**src/rtl/flush_redirect_ctrl_pkg.sv**
```systemverilog
`default_nettype none
// ============================================================================
// Module   : flush_redirect_ctrl_pkg
// Brief    : Shared constants, FSM state encoding and redirect target helper
//            for the flush/redirect sequencer.
// Revision : 1.0 - initial release
// ============================================================================
package flush_redirect_ctrl_pkg;

  // Exception code that vectors to the TLB-refill entry instead of EENTRY.
  localparam logic [5:0] c_ecode_tlbr_dflt = 6'h3F;

  // Sequencer states: idle, waiting for stale fetch responses, offering PC.
  typedef enum logic [1:0] {
    ST_IDLE  = 2'b00,
    ST_DRAIN = 2'b01,
    ST_REDIR = 2'b10
  } frc_state_e;

  // Redirect target: exception beats ertn beats refetch.
  function automatic logic [31:0] frc_sel_target(
    input logic        ex,
    input logic        ertn,
    input logic [5:0]  ecode,
    input logic [5:0]  ecode_tlbr,
    input logic [31:0] pc,
    input logic [31:0] eentry,
    input logic [31:0] tlbrentry,
    input logic [31:0] era
  );
    logic [31:0] tgt;
    if (ex) begin
      tgt = (ecode == ecode_tlbr) ? tlbrentry : eentry;
    end else if (ertn) begin
      tgt = era;
    end else begin
      tgt = pc + 32'd4;
    end
    return tgt;
  endfunction

endpackage
`default_nettype wire

```
**src/rtl/flush_redirect_ctrl_outst_tracker.sv**
```systemverilog
`default_nettype none
// ============================================================================
// Module   : flush_redirect_ctrl_outst_tracker
// Brief    : Counts in-flight instruction reads and how many of them are stale
//            after a flush, and flags responses that must be discarded.
// Revision : 1.0 - initial release
// ============================================================================
module flush_redirect_ctrl_outst_tracker
  import flush_redirect_ctrl_pkg::*;
#(
  parameter int MAX_OUTST = 3,
  parameter int CNT_W     = 2
) (
  input  logic             clk,
  input  logic             resetn,
  input  logic             trig,
  input  logic             inst_req_fire,
  input  logic             inst_resp_fire,
  output logic [CNT_W-1:0] outst_cnt_next,
  output logic [CNT_W-1:0] drop_cnt,
  output logic             outst_full,
  output logic             inst_resp_drop
);

  localparam logic [CNT_W-1:0] c_max_outst = CNT_W'(MAX_OUTST);

  logic [CNT_W-1:0] r_outst_cnt;
  logic [CNT_W-1:0] r_drop_cnt;
  logic [CNT_W-1:0] w_outst_cnt_next;
  logic             w_drop_pending;

  // Next in-flight count and the drop decision for the current response.
  always_comb begin
    w_outst_cnt_next = r_outst_cnt + CNT_W'(inst_req_fire) - CNT_W'(inst_resp_fire);
    w_drop_pending   = (r_drop_cnt != '0);
  end

  // A flush makes every transaction still in flight after this cycle stale,
  // including a request accepted in the flush cycle itself.
  always_ff @(posedge clk or negedge resetn) begin
    if (!resetn) begin
      r_outst_cnt <= '0;
      r_drop_cnt  <= '0;
    end else begin
      r_outst_cnt <= w_outst_cnt_next;
      if (trig) begin
        r_drop_cnt <= w_outst_cnt_next;
      end else if (inst_resp_fire && w_drop_pending) begin
        r_drop_cnt <= r_drop_cnt - CNT_W'(1);
      end
    end
  end

  assign outst_cnt_next = w_outst_cnt_next;
  assign drop_cnt       = r_drop_cnt;
  assign outst_full     = (r_outst_cnt == c_max_outst);
  assign inst_resp_drop = inst_resp_fire & (trig | w_drop_pending);

  // Bus protocol sanity: no response without a request, no request past the limit.
  a_no_resp_underflow : assert property (@(posedge clk) disable iff (!resetn)
    !(inst_resp_fire && (r_outst_cnt == '0)));
  a_no_req_overflow : assert property (@(posedge clk) disable iff (!resetn)
    !(inst_req_fire && (r_outst_cnt == c_max_outst)));

endmodule
`default_nettype wire

```
**src/rtl/flush_redirect_ctrl.sv**
```systemverilog
`default_nettype none
// ============================================================================
// Module   : flush_redirect_ctrl
// Brief    : Central flush/redirect sequencer. Flushes the pipeline on a
//            writeback event, drains stale fetch responses, then hands the new
//            fetch PC to the fetch stage with a valid/ready handshake.
// Revision : 1.0 - initial release
// ============================================================================
module flush_redirect_ctrl
  import flush_redirect_ctrl_pkg::*;
#(
  parameter int         MAX_OUTST  = 3,
  parameter int         CNT_W      = 2,
  parameter logic [5:0] ECODE_TLBR = c_ecode_tlbr_dflt
) (
  input  logic        clk,
  input  logic        resetn,
  input  logic        wb_ex,
  input  logic        ertn_flush,
  input  logic        wb_refetch_flush,
  input  logic [31:0] wb_pc,
  input  logic [5:0]  wb_ecode,
  input  logic [31:0] csr_eentry,
  input  logic [31:0] csr_tlbrentry,
  input  logic [31:0] csr_era,
  input  logic        inst_req_fire,
  input  logic        inst_resp_fire,
  output logic        flush,
  output logic        inst_resp_drop,
  output logic        fetch_stall,
  output logic        redirect_valid,
  output logic [31:0] redirect_pc,
  input  logic        redirect_ready,
  output logic        busy
);

  frc_state_e       r_state;
  frc_state_e       w_state_next;
  logic [31:0]      r_tgt_pc;
  logic [31:0]      w_tgt_sel;
  logic             w_trig;
  logic [CNT_W-1:0] w_outst_cnt_next;
  logic [CNT_W-1:0] w_drop_cnt;
  logic             w_outst_full;

  assign w_trig    = wb_ex | ertn_flush | wb_refetch_flush;
  assign w_tgt_sel = frc_sel_target(wb_ex, ertn_flush, wb_ecode, ECODE_TLBR, wb_pc,
                                    csr_eentry, csr_tlbrentry, csr_era);

  flush_redirect_ctrl_outst_tracker #(
    .MAX_OUTST (MAX_OUTST),
    .CNT_W     (CNT_W)
  ) u_outst_tracker (
    .clk            (clk),
    .resetn         (resetn),
    .trig           (w_trig),
    .inst_req_fire  (inst_req_fire),
    .inst_resp_fire (inst_resp_fire),
    .outst_cnt_next (w_outst_cnt_next),
    .drop_cnt       (w_drop_cnt),
    .outst_full     (w_outst_full),
    .inst_resp_drop (inst_resp_drop)
  );

  // State register and redirect target latch; a trigger always reloads both.
  always_ff @(posedge clk or negedge resetn) begin
    if (!resetn) begin
      r_state  <= ST_IDLE;
      r_tgt_pc <= '0;
    end else begin
      r_state <= w_state_next;
      if (w_trig) begin
        r_tgt_pc <= w_tgt_sel;
      end
    end
  end

  // Next state and sequencer outputs; a trigger restarts from any state.
  always_comb begin
    w_state_next   = r_state;
    redirect_valid = 1'b0;
    busy           = 1'b0;
    fetch_stall    = w_outst_full | w_trig;
    if (w_trig) begin
      w_state_next = (w_outst_cnt_next != '0) ? ST_DRAIN : ST_REDIR;
    end else begin
      case (r_state)
        ST_IDLE: w_state_next = ST_IDLE;
        ST_DRAIN: begin
          if (inst_resp_fire && (w_drop_cnt == CNT_W'(1))) begin
            w_state_next = ST_REDIR;
          end
        end
        ST_REDIR: begin
          if (redirect_ready) begin
            w_state_next = ST_IDLE;
          end
        end
        default: w_state_next = ST_IDLE;
      endcase
    end
    case (r_state)
      ST_DRAIN: begin
        busy        = 1'b1;
        fetch_stall = 1'b1;
      end
      ST_REDIR: begin
        busy           = 1'b1;
        fetch_stall    = 1'b1;
        redirect_valid = 1'b1;
      end
      default: busy = 1'b0;
    endcase
  end

  assign flush       = w_trig;
  assign redirect_pc = r_tgt_pc;

endmodule
`default_nettype wire

```
**config.mk**
```make
export PLATFORM = sky130hd
export DESIGN_NAME = flush_redirect_ctrl
export DESIGN_NICKNAME = d
export VERILOG_FILES = /design/src/rtl/flush_redirect_ctrl_pkg.sv /design/src/rtl/flush_redirect_ctrl_outst_tracker.sv /design/src/rtl/flush_redirect_ctrl.sv
export SDC_FILE = /design/constraint.sdc
export NUM_CORES = 1
export LEC_CHECK = 0
export ABC_CLOCK_PERIOD_IN_PS = 1600
export BUFFER_PORTS_ARGS = -buffer_cell sky130_fd_sc_hd__buf_4
export CORE_MARGIN = 1
export CORE_UTILIZATION = 45
export DETAILED_ROUTE_END_ITERATION = 10
export GPL_ROUTABILITY_DRIVEN = 0
export GPL_TIMING_DRIVEN = 0
export HOLD_SLACK_MARGIN = 0.02
export PLACE_DENSITY_LB_ADDON = 0.25
export SYNTH_ARGS = -nofsm -noshare
export SYNTH_HDL_FRONTEND = slang
export SYNTH_SLANG_ARGS = --single-unit
```
**constraint.sdc**
```tcl
create_clock -name clk -period 1.6 [get_ports clk]
set_input_delay 0 -clock clk [delete_from_list [all_inputs] [get_ports clk]]
set_output_delay 0 -clock clk [all_outputs]
set_load 0.005 [all_outputs]
```
==> results.py <==
metrics = {
    "outcome": {
        "status": "finished, violations left",
        "violations": "design-rule violations",
    },
    "die": {
        "fp.dieW_um": 84.3,
        "die_h_um": 84.3,
        "core_region_area_sq_um": 6460,
        "row_count": 29,
        "dieArea_sq_um": 7110,
        "initial_utilization_pct": 47.2,
        "io_pins": 179,
    },
    "clocking": {
        "cts_max_level": 2,
        "cts_sinks": 38,
        "numCtsBuffers": 5,
        "root_buffer": "clkbuf_8",
        "clk_pin_slew_worst_paths_ns": 0.08,
        "cts_tree": "yes",
        "clk_latency_ns": 0.28,
        "cts.path.max_buffers": 2,
    },
    "critical_path": {
        "crit_start": "u_outst_tracker.r_outst_cnt[0]$_DFF_PN0_",
        "critPathCaptureType": "flip-flop",
        "r2r-end": "r_state[0]$_DFFE_PN0P_",
        "cpLargestDelayFamily": "adder cells",
        "rrSetupSlack_ns": 0.03,
        "required_ns": 1.76,
        "crit_slowest_cell": "dfrtp_1",
        "crit_arrival_ns": 1.73,
        "cp_cell_sequence": "inv_1 -> ha_1 -> inv_2 -> ha_4 -> xnor2_4 -> xnor2_2 -> o21ai_1 -> o31ai_1",
        "r2r-start": "u_outst_tracker.r_outst_cnt[0]$_DFF_PN0_",
        "critPathKind": "flip-flop to flip-flop",
        "max_stage_delay_ns": 0.35,
        "cp.depth": 8,
        "critPathMaxFanout": 4,
        "rr_worst_depth": 8,
        "startpoint_type": "flip-flop",
        "critical_path_buf_inv_count": 2,
        "endpoint": "r_state[0]$_DFFE_PN0P_",
    },
    "global_route": {
        "grt_antenna_before_repair": 0,
        "grt_max_degree": 39,
        "grt_pass1_wl_um": 17600,
        "grt_pass1_vias": 3776,
        "gr-usage-all-layers_pct": 31.2,
        "grt_overflow_total": 0,
    },
    "synthesis": {
        "synth_ff_type": "dfrtp_1",
        "netlist-cell-type-count": 42,
        "async_reset_ff_share_pct": 100,
        "synth.area.top_cells": "dfrtp_1 (31%), mux2i_1 (9.8%), xor2_1 (4.6%)",
        "ys_warn_count": 0,
        "yosysTopAreaCell": "dfrtp_1",
        "synth-seq-cells": 38,
        "netlist.area_leader.share_pct": 31.2,
        "postSynthAreaPerCell_sq_um": 8.92,
        "synth_edf_count": 0,
        "syn_nets": 491,
        "yosysSeqAreaShare_pct": 31.2,
        "syn-cell-area_sq_um": 3050,
        "synth_cells": 342,
    },
    "timing": {
        "tightest_slew_ns": 0.606,
        "rsz0062_at_grt": "true",
        "hold_viol": 0,
        "slew_headroom_pct": 59.6,
        "setup-tns-final_ns": 0,
        "fin_skew_ns": 0.000449,
        "fin_crit_ns": 1.57,
        "setup_ws_ns": 0.0347,
        "maxSlewViolCount": 0,
        "fin_crit_sh_pct": 97.8,
        "fmax_mhz": 639,
        "worst_hold_slack_ns": 0.0238,
        "finalSetupViolations": 0,
    },
    "place": {
        "pre_cts_ws_ns": -0.265,
        "hpwl_um": 8500,
        "post_dp_cell_area_sq_um": 4460,
        "portBuffers": 175,
    },
    "route": {
        "drt_pass1_iterations": 8,
        "routed-wl-met3_um": 771,
        "antenna_left": 0,
        "avgRoutedWirePerCell_um": 17.7,
        "drt_iter0_markers": 272,
        "met2WireLength_um": 5700,
        "wl_met1_um": 4270,
        "vias": 3563,
        "routed.top_layer": "met4",
        "routed_wl_um": 11000,
        "drc_errors": 9,
        "vias_per_cell": 5.76,
    },
    "layout": {
        "layout.cells.most_common": "buf_4",
        "diodes": 0,
        "mostFrequentLayoutCells": "buf_4 (177), dfrtp_1 (38), nor2_1 (35)",
        "nNetsFinal": 690,
        "drive_above_1_share_pct": 41.1,
        "area_delta_synth_final_pct": 56.1,
        "fin_area_sq_um": 4760,
    },
    "pwr": {
        "power.leakage_uw": 0.00223,
        "finalPower_uw": 3440,
        "powerDensity_nw_per_um2": 723,
        "peakVddDrop_mv": 0.327,
    },
    "min_path": {
        "hold_path_class": "input port to flip-flop",
    },
    "run": {
        "max_cap_violations": 0,
    },
}
## what timing repair did
item	in CTS	in global routing
setup buffers	0	2
endpoints found under the hold margin	50	1
gates resized for setup	3	5
pin swaps	0	4
hold buffers	14	1
setup endpoints to repair	1	7
## flip-flops by register name (all words and copies together), names as in the netlist
register                     flops
u_outst_tracker.drop_cnt         2
u_outst_tracker.r_outst_cnt      2
r_state                          2
redirect_pc                     32
## logic make-up after synthesis
family          share of synthesized area, %
simple gates                            17.2
xor+xnor                                8.04
compound gates                          22.1
flops                                   31.2
fa+ha+maj                               2.87
mux                                     13.5
buf+inv                                 5.04
## cell usage after synthesis, drive strengths merged, types with 6 or more instances
library cell  number
dfrtp             38
xor2              16
mux2i             30
a22oi             10
a21o              10
a211oi            11
nand3             12
and3               6
clkbuf             8
a21oi             18
nand2             12
xnor2             12
o21ai             18
nand4             12
nor2              39
mux2              10
a221oi            15
inv               14
ha                 7
buf               13
## per-layer routing
metal	track usage (%)	vias up
met5	0	-
met4	11.1	0
met3	5.60	21
met2	56.6	171
met1	37.0	1701
li1	-	1670
## stage by stage
stage,util [%],cells
final,73.7,619
after global routing,73.7,619
after CTS,72.9,616
after detailed placement,69.1,594
after global placement,69.1,594
after floorplan,-,342
## tightest hold or removal path, stage by stage
cell and delay [ns]:
buf_4 0.08, mux2i_1 0.05, o21ai_0 0.14
## worst min path at each step
| stage | from | end | depth (start not counted) |
|---|---|---|---|
| after global placement | resetn | redirect_pc[9]$_DFFE_PN0P_ | 1 |
| after CTS | csr_tlbrentry[2] | redirect_pc[2]$_DFFE_PN0P_ | 3 |
| after floorplan | resetn | r_state[0]$_DFFE_PN0P_ | 0 |
| after global routing | csr_tlbrentry[2] | redirect_pc[2]$_DFFE_PN0P_ | 3 |
| after detailed placement | resetn | redirect_pc[10]$_DFFE_PN0P_ | 1 |
| final | csr_era[16] | redirect_pc[16]$_DFFE_PN0P_ | 3 |
## cell type report
class / count / area, sq um
Multi-Input combinational cell: 268 / 1990
Timing Repair Buffer: 192 / 1480
Buffer: 21 / 97.6
Fill cell: 493 / 1700
Sequential cell: 38 / 951
Inverter: 15 / 56.3
Clock buffer: 7 / 86.3
Tap cell: 77 / 96.3
Clock inverter: 1 / 5.00
## report_power, final
group | total, uW | leakage (uW) | internal [uW] | switching (uW)
sequential | 1240 | 0.000443 | 1120 | 114
clock | 701 | 0.0000482 | 348 | 353
combinational | 1500 | 0.00174 | 836 | 669
total | 3440 | 0.00223 | 2310 | 1140
Power figures use the tool's default switching activity.
